[config.mk]
export PLATFORM = sky130hd
export DESIGN_NAME = vfxp_round_wb
export DESIGN_NICKNAME = d
export VERILOG_FILES = /design/src/rtl/vfxp_round_wb_pkg.sv /design/src/rtl/vfxp_round_wb_fxp_round_lane.sv /design/src/rtl/vfxp_round_wb.sv
export SDC_FILE = /design/constraint.sdc
export NUM_CORES = 1
export LEC_CHECK = 0
export BUFFER_PORTS_ARGS = -buffer_cell sky130_fd_sc_hd__buf_2
export CORE_ASPECT_RATIO = 1.5
export CORE_MARGIN = 2
export CORE_UTILIZATION = 32
export CTS_CLUSTER_DIAMETER = 150
export DETAILED_ROUTE_END_ITERATION = 6
export PLACE_DENSITY = 0.6
export SLEW_MARGIN = 5
export SYNTH_ARGS = -nofsm -noshare
export SYNTH_HDL_FRONTEND = slang
export SYNTH_SLANG_ARGS = --single-unit
[constraint.sdc]
create_clock -name clk -period 16.4 [get_ports clk]
set_input_delay 2.46 -clock clk [delete_from_list [all_inputs] [get_ports clk]]
set_output_delay 2.46 -clock clk [all_outputs]
set_load 0.05 [all_outputs]
[src/rtl/vfxp_round_wb_pkg.sv]
// vfxp_round_wb_pkg: shared vALU encodings and the fixed-point rounding increment
package vfxp_round_wb_pkg;

    typedef enum logic [1:0] {
        VXRM_RNU = 2'd0,
        VXRM_RNE = 2'd1,
        VXRM_RDN = 2'd2,
        VXRM_ROD = 2'd3
    } vxrm_e;

    typedef enum logic [1:0] {
        SEW_8  = 2'd0,
        SEW_16 = 2'd1,
        SEW_32 = 2'd2,
        SEW_64 = 2'd3
    } sew_e;

    // Rounding increment for a one-bit right shift: vd is the new LSB, vd1 the bit shifted out.
    function automatic logic rnd_inc(input logic [1:0] vxrm, input logic vd, input logic vd1);
        return (vxrm == VXRM_RNU) ? vd1 :
               (vxrm == VXRM_RNE) ? (vd1 & vd) :
               (vxrm == VXRM_ROD) ? (vd1 & ~vd) : 1'b0;
    endfunction

endpackage

[src/rtl/vfxp_round_wb_fxp_round_lane.sv]
// fxp_round_lane: per-element rounding of a result vector, one segmented incrementer per SEW
module fxp_round_lane
    import vfxp_round_wb_pkg::*;
#(
    parameter int DATA_WIDTH = 64
) (
    input  logic [DATA_WIDTH-1:0]   vec,
    input  logic [DATA_WIDTH/8-1:0] vd,
    input  logic [DATA_WIDTH/8-1:0] vd1,
    input  logic [1:0]              sew,
    input  logic [1:0]              vxrm,
    output logic [DATA_WIDTH-1:0]   rounded
);

    logic [DATA_WIDTH-1:0] seg [4];

    // Each element adds its own increment, so carries stay inside the element.
    for (genvar s = 0; s < 4; s++) begin : g_sew
        localparam int EW = 8 << s;
        localparam int NE = DATA_WIDTH / EW;
        for (genvar e = 0; e < NE; e++) begin : g_el
            assign seg[s][e*EW +: EW] = vec[e*EW +: EW]
                + EW'(rnd_inc(vxrm, vd[e*EW/8], vd1[e*EW/8]));
        end
    end

    assign rounded = seg[sew];

endmodule

[src/rtl/vfxp_round_wb.sv]
// vfxp_round_wb: rounds averaging results and buffers all results toward the VRF write port
module vfxp_round_wb
    import vfxp_round_wb_pkg::*;
#(
    parameter int DATA_WIDTH = 64,
    parameter int BE_WIDTH   = DATA_WIDTH / 8,
    parameter int ADDR_WIDTH = 32,
    parameter int FIFO_DEPTH = 4
) (
    input  logic                          clk,
    input  logic                          rst,
    input  logic                          in_valid,
    input  logic [DATA_WIDTH-1:0]         in_vec,
    input  logic [ADDR_WIDTH-1:0]         in_addr,
    input  logic [BE_WIDTH-1:0]           in_be,
    input  logic                          in_mask,
    input  logic                          in_fxp,
    input  logic [BE_WIDTH-1:0]           in_vd,
    input  logic [BE_WIDTH-1:0]           in_vd1,
    input  logic [1:0]                    in_sew,
    input  logic [1:0]                    in_vxrm,
    output logic                          out_valid,
    input  logic                          out_ready,
    output logic [DATA_WIDTH-1:0]         out_vec,
    output logic [ADDR_WIDTH-1:0]         out_addr,
    output logic [BE_WIDTH-1:0]           out_be,
    output logic                          out_mask,
    output logic [$clog2(FIFO_DEPTH):0]   out_free,
    output logic                          err_overflow
);

    localparam int PW = $clog2(FIFO_DEPTH);
    localparam int CW = PW + 1;

    logic [DATA_WIDTH-1:0] rounded, r_vec;
    logic [ADDR_WIDTH-1:0] r_addr;
    logic [BE_WIDTH-1:0]   r_be;
    logic                  r_mask, r_valid;

    logic [DATA_WIDTH-1:0] mem_vec  [FIFO_DEPTH];
    logic [ADDR_WIDTH-1:0] mem_addr [FIFO_DEPTH];
    logic [BE_WIDTH-1:0]   mem_be   [FIFO_DEPTH];
    logic                  mem_mask [FIFO_DEPTH];
    logic [PW-1:0]         wr_ptr, rd_ptr;
    logic [CW-1:0]         count;
    logic [CW:0]           used;
    logic                  push, pop;

    fxp_round_lane #(.DATA_WIDTH(DATA_WIDTH)) u_round (
        .vec     (in_vec),
        .vd      (in_vd),
        .vd1     (in_vd1),
        .sew     (in_sew),
        .vxrm    (in_vxrm),
        .rounded (rounded)
    );

    // Stage R: capture every beat unconditionally; rounding is skipped for the illegal fxp+mask case.
    always_ff @(posedge clk) begin
        r_valid <= rst ? 1'b0 : in_valid;
        if (in_valid) begin
            r_vec  <= (in_fxp && !in_mask) ? rounded : in_vec;
            r_addr <= in_addr;
            r_be   <= in_be;
            r_mask <= in_mask;
        end
    end

    assign out_valid = (count != '0);
    assign pop       = out_valid && out_ready;
    assign push      = r_valid && ((count < CW'(FIFO_DEPTH)) || pop);
    assign used      = {1'b0, count} + (CW+1)'(r_valid);
    assign out_free  = (used > (CW+1)'(FIFO_DEPTH)) ? '0 : CW'((CW+1)'(FIFO_DEPTH) - used);

    assign out_vec   = out_valid ? mem_vec[rd_ptr]  : '0;
    assign out_addr  = out_valid ? mem_addr[rd_ptr] : '0;
    assign out_be    = out_valid ? mem_be[rd_ptr]   : '0;
    assign out_mask  = out_valid ? mem_mask[rd_ptr] : 1'b0;

    // FIFO storage: written only on push, so the head stays put while the VRF is not ready.
    always_ff @(posedge clk) begin
        if (push) begin
            mem_vec[wr_ptr]  <= r_vec;
            mem_addr[wr_ptr] <= r_addr;
            mem_be[wr_ptr]   <= r_be;
            mem_mask[wr_ptr] <= r_mask;
        end
    end

    // FIFO control: pointers, occupancy and the sticky drop flag.
    always_ff @(posedge clk) begin
        if (rst) begin
            wr_ptr       <= '0;
            rd_ptr       <= '0;
            count        <= '0;
            err_overflow <= 1'b0;
        end else begin
            wr_ptr       <= wr_ptr + PW'(push);
            rd_ptr       <= rd_ptr + PW'(pop);
            count        <= count + CW'(push) - CW'(pop);
            err_overflow <= err_overflow || (r_valid && !push);
        end
    end

endmodule

# == Word-level counts from Yosys, hierarchy flattened ==
# Memory sizes are Yosys's and may differ from the RTL's. A register that Yosys moved wholly into a read port is not among the register bits.
# Cells that the tools add are included.
# totals
output_inout_bits,110
register_bits,114
wordCells,113
ramBits,420
inputBits,130
n_memories,4
# mem_list
memory,depth,width,rd,rd_ports_with_merged_regs,wr,line,rtl
mem_vec,4,64,1,1,1,vfxp_round_wb.sv:40,logic [DATA_WIDTH-1:0] mem_vec [FIFO_DEPTH];
mem_addr,4,32,1,1,1,vfxp_round_wb.sv:41,logic [ADDR_WIDTH-1:0] mem_addr [FIFO_DEPTH];
mem_be,4,8,1,1,1,vfxp_round_wb.sv:42,logic [BE_WIDTH-1:0] mem_be [FIFO_DEPTH];
mem_mask,4,1,1,1,1,vfxp_round_wb.sv:43,logic mem_mask [FIFO_DEPTH];
# op_classes
magnitude_cmp,3
bitwise_logic,25
eq_ne,2
muxes,39
n_reduce_logical,10
add_sub_neg,21
# ops
operator,count
$mux 64,4
$bmux 64 s2,1
$add 16x1->16,4
$add 32x1->32,2
$add 64x1->64,1
$add 8x1->8,8
$mux 32,1
$mux 1,27
$and 1x1->1,16
$mux 2,4
$mux 8,1
$not 1->1,8
$add 2x1->2,2
$add 3x1->4,1
$gt 4x3->1 const B,1
$logic_and 1x1->1,4
$add 3x1->3,1
$ge 3x3->1 const B,1
$lt 3x3->1 const B,1
$mux 3,1
$not 2->3,1
$reduce_bool 3->1,1
$sub 3x1->3,1
$sub 3x3->3 const A,1
other kinds (5),7

# == Longest topological paths before layout ==
# Gate-level depths: netlist of the first run.
# depth
word_depth,10
depth_mapped,12

# == Hierarchy ==
# A second synthesis of the first run with hierarchy kept.
# unflattened
hier_cells,1384
area_unflattened_um2,23287.3
# by_module_without_submodules
module,seq_area_each_um2,cells_per_inst,area_each_um2,n_inst
vfxp_round_wb,15945.3,898,20234.4,1
fxp_round_lane,0.0,486,3052.9,1

# == Worst setup path after synthesis of the first run ==
# No wires, ideal clock.
# synth_timing
path_kind,input to register
start,input port out_ready
end,memory mem_addr[1][0] (enable)
path_slack_ns,5.368
required_ns,15.681
cell_stages,4
setup_ns,0.719
t_arrival_ns,10.313
path_buffers,0
path_cell_list,inv_1 > nand2_1 > nand2_1 > nor3b_1
# synth_via
elab_chain_cells,5
# synth_lines
element,line,rtl
start: declaration,vfxp_round_wb.sv:23,"input logic out_ready,"
$logic_and 1x1->1,vfxp_round_wb.sv:70,assign pop = out_valid && out_ready;
$logic_or 1x1->1,vfxp_round_wb.sv:71,assign push = r_valid && ((count < CW'(FIFO_DEPTH)) || pop);
$logic_and 1x1->1,vfxp_round_wb.sv:71,
$mux 1,vfxp_round_wb.sv:82,if (push) begin
$mux 1 (not written as such),vfxp_round_wb.sv:84,mem_addr[wr_ptr] <= r_addr;
end: declaration,vfxp_round_wb.sv:41,
# No other way between the ends.

==> results of run 1 <==
==> worst max-delay path, stage by stage, from the launching register on <==
cell     delay [ns]
dfxtp_4        0.90
buf_4          0.85
mux4_2         0.41
and2_1         0.20
buf_2          0.22
==> final timing paths <==
kind                      from  cells past startpoint             end  slack (ns)
setup / recovery     rd_ptr[1]                      4     out_vec[26]       10.65
hold / removal    err_overflow                      2    err_overflow        0.50
setup reg to reg      count[2]                      5  mem_vec[3][36]       13.59
hold reg to reg   err_overflow                      2    err_overflow        0.50
==> cells in the final DEF (no fill, tap or decap), types with 4 or more instances in the layout <==
cell type,n
bufinv_16,7
and2_1,118
a21oi_1,38
mux2i_1,6
clkinv_1,15
clkbuf_1,4
mux4_2,105
inv_1,13
ha_1,24
and4_1,10
xnor2_1,36
inv_6,6
clkbuf_16,53
edfxtp_1,525
buf_2,238
xor2_1,27
or3_1,4
nor2b_1,15
clkinv_2,7
a41oi_1,5
nand3_1,38
nand2b_1,5
o22ai_1,7
dfxtp_1,7
o21ai_0,23
nor4_1,8
buf_4,20
and3_1,14
nand4_1,24
a211oi_1,8
nand2_1,64
a31oi_1,10
nor2_1,38
nor3_1,31
==> layer usage <==
layer	vias up	GRT usage, %	share of wire (%)
li1	5705	-	-
met1	6565	19.8	39
met2	434	28.4	51
met3	115	2.75	5.3
met4	0	7.51	4.6
met5	-	0	0
==> logic make-up after synthesis <==
group | count (synthesis) | synth area share (%)
flops | 534 | 70.9
buf+inv | 83 | 1.53
mux | 113 | 10.9
compound gates | 110 | 3.05
fa+ha+maj | 25 | 1.42
simple gates | 393 | 9.81
xor+xnor | 63 | 2.45
==> cell type report <==
cell class                      count  area share (%)
Timing Repair Buffer              258            5.06
Tap cell                          907            4.28
Clock inverter                     42            1.61
Inverter                           13           0.184
Antenna cell                        3          0.0283
Multi-Input combinational cell    704            23.6
Sequential cell                   534            60.2
Clock buffer                       57            5.06
==> registers in the layout, summed over array words and instances, names as in the netlist <==
name,cells
err_overflow,1
mem_mask,4
rd_ptr,2
r_be,8
mem_addr,128
count,3
r_mask,1
mem_vec,256
wr_ptr,2
mem_be,32
r_addr,32
r_valid,1
r_vec,64
==> power groups by stage <==
stage / clock, mW / sequential [mW] / combinational (mW)
2_1_floorplan: 0 / 1.64 / 1.06
3_3_place_gp: 0 / 1.67 / 1.40
3_5_place_dp: 0 / 1.68 / 1.40
4_1_cts: 1.28 / 1.65 / 1.40
5_1_grt: 1.32 / 1.66 / 1.45
6_report: 1.24 / 1.64 / 1.36
==> metrics by stage <==
step	power [mW]	instance area, um^2	util, %	hold WS, ns
after floorplan	2.70	22500	-	0.459
after global placement	3.07	24700	35.3	0.447
after detailed placement	3.08	24700	35.3	0.482
after CTS	4.33	26500	37.9	0.496
after global routing	4.43	26500	37.9	0.504
final	4.25	26500	37.9	0.495
==> impl_results.md, run 1 <==
* Drt via density at 5.09
* Area leader, netlist: edfxtp_1
* CP max FO at 60
* Final Max Tran Viols at 0
* Drt drc at 0
* Vias in the first global route at 13.4k
* Number of distinct library cells after synthesis at 62
* Largest net degree at the start of global routing at 108
* Post-Layout Cell Count at 2,518
* Synthesized flop and latch total at 534
* Final Cycle Share at 35.0%
* Tmin final at 5.75 ns
* Die Footprint at 72,500 um^2
* Fin worst setup slack at 10.65 ns
* Register area at 16,000 um^2
* IO Port Bufs at 239
* I/O pins at 240
* Ys async rst share at 0%
* Post-Place Setup Slack at 11.14 ns
* CTS Buf Count at 53
* Top-count cell post-synth: edfxtp_1
* WS Path Type: flop to primary output
* Die H at 329 um
* Post-CTS resize count at 0
* First-pass GRT wire length at 87.2 mm
* Switching Fraction at 36.8%
* CTS tree: done
* Mapped Nets at 1,476
* Footprint of the multi-input gates at 6240 um^2
* Clock tree sinks at 534
* Top cell type's share of synthesized area at 70.1%
* Worst Tran Pin Value at 1.09 ns
* Nets at 1,719
* Internal at 2.68 mW
* Area grow syn2layout at 17.8%
* Skew-Pair Late Insertion Delay at 0.62 ns
* Placed insts at 2,416
* Crit path DAT at 3.29 ns
* Filler instances at 6,533
* Pleak at 8.88 nW
* MaxCap Viol Count at 0
* WL final at 59.2 mm
* Die width at 221 um
* # setup viols final at 0
* CP Capture Type: primary output
* Status: finished clean
* Avg Cell Area, Syn at 17.0 um^2
* Post-CTS setup buffer count at 0
* Layout cell share with drive strength beyond 1 at 28.9%
* Post-synthesis sequential area ratio at 70.9%
* Combinational fraction of design power at 32.1%
* Hold WC Path Type: flop to flop
* Achievable Freq at 174 MHz
* EDFF count, synth at 525
* PD cells at 160 nW/um^2
* Hold buffers post-CTS at 0
* Post-DP HPWL at 39.1 mm
* Clk pin slew, worst setup/hold paths at 0.06 ns
* Core ar. at 70,000 um^2
* Worst-case clock skew at 0.0244 ns
* RSZ-0062 raised after global routing: no
* Vias at 12.8k
* Pre-antenna DRT Iters at 5
* Mapped Cells at 1,321
* Register share of total power at 38.7%
* Wire per inst at 23.5 um
* Clock power share at 29.2%
* CTS max path bufs at 3
* Synth top area cells: edfxtp_1, mux4_2, and2_1
* Initial antenna violation count at 3
* Initial DRC count at 1,009
* Grt ovf at 0
* VDD IR max at 0.319 mV
* Post-route ant nets at 0
* GRT Util Overall at 16.4%
* YS warnings at 0
* Hold Vio Cnt, Final at 0
* Post-synth top cells: edfxtp_1, and2_1, mux4_2
* Netlist Area Pre-Place at 22,500 um^2
* Worst relative slew slack at 27.4%
* Synth Flop Type: edfxtp_1
* Crit start category: flop
* Starting density of the core at 32.2%
* Root Buffer: clkbuf_16
* Required time of the critical path at 13.94 ns
* Sw power at 1.56 mW
* Row count at 119
* Post-route setup TNS at 0 ns
* H-tree depth at 2
* Routability Congestion at 0.995
No activity file was read; power rests on OpenSTA's default activity.
==> run 2, diff against run 1 <==
- PLACE_DENSITY: 0.6 -> 0.61
- clock period: 16.4 -> 4.9 ns (I/O delays scaled with it)
==> impl_results.md, run 2 (synthesis gave the netlist of run 1 again) <==
* GRT Util Overall at 16.3% (-0.083 points)
* Initial DRC count at 1,004 (-0.50%)
* Hold slack at 0.314 ns (-0.181 ns)
* Design area at 26,400 um^2 (-0.54%)
* # setup viols final at 0 (unchanged)
* Root Buffer: clkbuf_16
* Tmin final at 3.48 ns
* RSZ-0062 raised after global routing: no
* CTS tree: done
* Placed insts at 2,419 (+0.12%)
* Pleak at 8.79 nW (-1.0%)
* Starting density of the core at 32.2% (unchanged)
* Met1 usage at 19.4% (-0.47 points)
* Core ar. at 70,000 um^2 (unchanged)
* Post-route setup TNS at 0 ns (unchanged)
* Drt via density at 5.04 (-0.93%)
* Initial antenna violation count at 3 (unchanged)
* Post-CTS setup buffer count at 0 (unchanged)
* Die Footprint at 72,500 um^2 (unchanged)
* First-pass GRT wire length at 86.2 mm (-1.1%)
* Pre-antenna DRT Iters at 6 (+1)
* Met3 Use GR at 2.27% (-0.47 points)
* Final Core Density at 37.7% (-0.21 points)
* CTS Buf Count at 50 (-5.7%)
* Worst relative slew slack at 44.4% (+17 points)
* H-tree depth at 2 (unchanged)
* Grt ovf at 0 (unchanged)
* WL final at 59.1 mm (-0.17%)
* Commonest non-fill, non-tap cell in the layout: edfxtp_1
* WS Path Type: flop to primary output
* Required time of the critical path at 4.16 ns (-9.78 ns)
* CTS max path bufs at 3 (unchanged)
* Row count at 119 (unchanged)
* Post-Place Setup Slack at 1.32 ns (-9.82 ns)
* Worst Tran Pin Value at 0.834 ns (-0.254 ns)
* Nets at 1,719 (unchanged)
* Status: finished clean
* Fin worst setup slack at 1.42 ns (-9.23 ns)
* Largest net degree at the start of global routing at 106 (-1.9%)
* MaxCap Viol Count at 0 (unchanged)
* Layout cell share with drive strength beyond 1 at 28.6% (-0.28 points)
* Drt drc at 0 (unchanged)
* CP max FO at 45 (-25%)
* Clock tree sinks at 534 (unchanged)
* Pwr Total at 13.8 mW (+230%)
* Area grow syn2layout at 17.1%
* DP Area at 24,800 um^2 (+0.42%)
* I/O pins at 240 (unchanged)
* Commonest cells after routing, fill and taps aside: edfxtp_1, buf_2, and2_1, mux4_2, nand2_1
* Max reg flops at 256 (unchanged)
* Crit path DAT at 2.74 ns (-0.55 ns)
* Vias at 12.6k (-1.4%)
* Hold WC Path Type: input pin to flop
* Post-route ant nets at 0 (unchanged)
* Worst-case clock skew at 0.0174 ns (-0.00698 ns)
* Vias in the first global route at 13.1k (-2.2%)
* Met2 Usage GRT at 29.1% (+0.67 points)
* IO Port Bufs at 239 (unchanged)
* CP Capture Type: primary output
* Achievable Freq at 288 MHz
* Die width at 221 um (unchanged)
* Hold Vio Cnt, Final at 0 (unchanged)
* Clk pin slew, worst setup/hold paths at 0.06 ns (about the same)
* Post-CTS resize count at 0 (unchanged)
* VDD IR max at 0.851 mV (+170%)
* Most Crowded Layer GR: met2
* Skew-Pair Late Insertion Delay at 0.60 ns (-0.02 ns)
* Wire per inst at 23.6 um (+0.27%)
* Die H at 329 um (unchanged)
* Final Max Tran Viols at 0 (unchanged)
* Hold buffers post-CTS at 0 (unchanged)
* Final Cycle Share at 71.0%
* PD cells at 524 nW/um^2 (+230%)
* Largest register by flop count: mem_vec
* Post-DP HPWL at 39.8 mm (+1.8%)
* Post-Layout Cell Count at 2,507 (-0.44%)
* Filler instances at 6,567 (+0.52%)
* Routability Congestion at 0.881 (-12%)
* Crit start category: flop
* Largest registers: mem_vec: 256 flops, mem_addr: 128 flops, r_vec: 64 flops
==> run 2: changes by cell type in the layout (fill, tap and decap cells not counted), moves of 3 or more <==
cell       change
buf_12         +5
clkbuf_16      -3
inv_6          -3
bufinv_16      -5
clkinv_1       -8
clkbuf_1       +6
==> run 2: path summary, 6_finish.rpt <==
path	from	to	slack, ns	cells after the start
setup / recovery	rd_ptr[1]	out_addr[3]	1.42	4
hold / removal	in_addr[29]	r_addr[29]	0.31	1
setup reg to reg	count[2]	count[2]	2.28	8
hold reg to reg	err_overflow	err_overflow	0.48	2
==> run 2: power breakdown <==
group	total [mW]	internal, mW	switching, mW
logic	4.70	1.34	3.36
registers	5.43	5.29	0.148
clock network	3.67	2.00	1.68
==> run 2: critical path, stage by stage, from the launching register on <==
cell and delay (ns):
dfxtp_4 0.82, buf_4 0.50, mux4_2 0.36, and2_1 0.19, buf_2 0.21
==> run 2: metal layers <==
metal  vias to the layer above  share of wire, %
met1                      6476                39
met4                         0               4.3
li1                       5699                 -
met3                       105               4.0
met2                       364                52
met5                         -                 0
==> run 2: final cells by class <==
type	instances	area, um^2	area share [%]
Antenna cell	1	2.50	0.00950
Multi-Input combinational cell	704	6260	23.8
Timing Repair Buffer	261	1430	5.41
Tap cell	907	1130	4.31
Inverter	13	48.8	0.185
Sequential cell	534	16000	60.5
Clock inverter	27	235	0.893
Clock buffer	60	1290	4.89
==> run 3, diff against run 2 <==
- PLACE_DENSITY: 0.61 -> 0.6
- clock period: 4.9 -> 3.5 ns (I/O delays scaled with it)
==> impl_results.md, run 3 (synthesis gave the netlist of run 1 again) <==
* CTS tree: done
* Clock tree sinks at 534 (unchanged)
* IO Port Bufs at 239 (unchanged)
* CP Buf/Inv Count at 2 (unchanged)
* Nets at 1,743 (+1.4%)
* Skew-Pair Late Insertion Delay at 0.61 ns (about the same)
* Internal at 12.2 mW (+42%)
* Layout cell share with drive strength beyond 1 at 29.7% (+1.1 points)
* WS Path Type: flop to primary output
* Worst-case clock skew at 0.0181 ns (+0.000704 ns)
* Commonest cells after routing, fill and taps aside: edfxtp_1, buf_2, and2_1, mux4_2, nand2_1
* Initial DRC count at 832 (-17%)
* Starting density of the core at 32.2% (unchanged)
* CTS Buf Count at 50 (unchanged)
* Routability Congestion at 0.906 (+2.9%)
* Row count at 119 (unchanged)
* Final Max Tran Viols at 0 (unchanged)
* Hold buffers post-CTS at 0 (unchanged)
* Sw power at 7.32 mW (+41%)
* H-tree depth at 2 (unchanged)
* Hold WC Path Type: input pin to flop
* Post-Layout Cell Count at 2,535 (+1.1%)
* Largest register by flop count: mem_vec
* Post-route ant nets at 0 (unchanged)
* Hold Vio Cnt, Final at 0 (unchanged)
* Vias in the first global route at 13.2k (+0.89%)
* # setup viols final at 0 (unchanged)
* Met1 usage at 19.6% (+0.25 points)
* Achievable Freq at 315 MHz
* WL final at 58.9 mm (-0.34%)
* Core ar. at 70,000 um^2 (unchanged)
* Crit start category: flop
* Slowest stage delay, CP at 0.79 ns (-0.03 ns)
* I/O pins at 240 (unchanged)
* Wire per inst at 23.2 um (-1.4%)
* Area grow syn2layout at 18.6%
* Filler instances at 6,578 (+0.17%)
* Post-CTS setup buffer count at 0 (unchanged)
* Post-DP HPWL at 40.4 mm (+1.7%)
* Pwr Total at 19.5 mW (+41%)
* Pre-antenna DRT Iters at 5 (-1)
* CTS max path bufs at 3 (unchanged)
* Worst Tran Pin Value at 1.11 ns (+0.274 ns)
* Final Cycle Share at 90.6%
* Commonest non-fill, non-tap cell in the layout: edfxtp_1
* Largest net degree at the start of global routing at 107 (+0.94%)
* Die H at 329 um (unchanged)
* MaxCap Viol Count at 0 (unchanged)
* Worst relative slew slack at 26.1% (-18 points)
* Largest registers: mem_vec: 256 flops, mem_addr: 128 flops, r_vec: 64 flops
* Max reg flops at 256 (unchanged)
* Tmin final at 3.17 ns
* Register share of total power at 39.0% (-0.3 points)
* Most Crowded Layer GR: met2
* Crit path DAT at 2.65 ns (-0.09 ns)
* Pleak at 8.97 nW (+2.0%)
* RSZ-0062 raised after global routing: no
* Critical Path, Cell by Cell: or3_4 -> buf_4 -> and2_1 -> buf_2
* Required time of the critical path at 2.97 ns (-1.19 ns)
* Drt via density at 5.05 (about the same)
* Clock power share at 26.7% (about the same)
* Initial antenna violation count at 11 (+8)
* Drt drc at 0 (unchanged)
* Met3 Use GR at 2.29% (+0.018 points)
* Die Footprint at 72,500 um^2 (unchanged)
* Final Core Density at 38.1% (+0.48 points)
* First-pass GRT wire length at 86.3 mm (+0.17%)
* Die width at 221 um (unchanged)
* Grt ovf at 0 (unchanged)
* Met2 Usage GRT at 28.8% (-0.33 points)
* Root Buffer: clkbuf_16
* Status: finished clean
* Vias at 12.8k (+1.2%)
* Slowest-stage cell, CP: or3_4
* Clk pin slew, worst setup/hold paths at 0.07 ns (about the same)
* Post-route setup TNS at 0 ns (unchanged)
* PD cells at 732 nW/um^2 (+40%)
* Post-CTS resize count at 0 (unchanged)
* Placed insts at 2,443 (+0.99%)
* VDD IR max at 0.559 mV (-34%)
* GRT Util Overall at 16.2% (-0.11 points)
* Combinational fraction of design power at 34.3% (+0.2 points)
* Switching Fraction at 37.5% (-0.081 points)
* CP max FO at 76 (+69%)
* CP top delay family: simple AND/OR/NAND/NOR gates
* CP Capture Type: primary output
==> run 3: changes by cell type in the layout (fill, tap and decap cells not counted), sizes merged <==
| cell | delta |
|---|---|
| buf | +24 |
| clkinv | +7 |
| clkinvlp | -1 |
| clkbuf | -1 |
| bufinv | +1 |
| inv | -2 |
==> run 3: final cells by class <==
type / instances / area [um^2] / area share [%]
Sequential cell: 534 / 16000 / 59.8
Tap cell: 907 / 1130 / 4.25
Inverter: 13 / 61.3 / 0.230
Timing Repair Buffer: 285 / 1690 / 6.35
Multi-Input combinational cell: 704 / 6280 / 23.5
Antenna cell: 1 / 2.50 / 0.00938
Clock buffer: 59 / 1280 / 4.81
Clock inverter: 32 / 280 / 1.05
==> run 3: worst paths after layout <==
| kind | cells after the start | start | slack (ns) | to |
|---|---|---|---|---|
| setup / recovery | 4 | count[2] | 0.33 | out_vec[58] |
| hold / removal | 1 | in_addr[2] | 0.1 | r_addr[2] |
| hold reg to reg | 0 | r_vec[3] | 0.49 | mem_vec[2][3] |
| setup reg to reg | 8 | count[2] | 0.80 | count[2] |
==> run 3: power groups by stage <==
stage               Sequential, mW  Clock (mW)  Combinational, mW
floorplan                     7.64           0               4.99
global placement              7.74           0               6.85
detailed placement            7.77           0               6.87
CTS                           7.63        5.39               6.88
global route                  7.67        5.62               7.11
finish                        7.62        5.22               6.69
==> run 3: through the flow <==
step           cell area (um^2)  hold slack, ns  setup WS [ns]
2_1_floorplan             22600           0.459         -0.325
6_report                  26700          0.0979          0.330
3_5_place_dp              25100           0.483          0.245
4_1_cts                   26700          0.0374          0.156
3_3_place_gp              25100           0.466          0.277
5_1_grt                   26700          0.0576         0.0740
==> run 3: layer usage <==
metal  vias to the layer above  part of all wire, %
li1                       5749                    -
met1                      6525                   40
met2                       401                   52
met3                       114                  4.3
met4                         2                  3.9
met5                         -                0.025
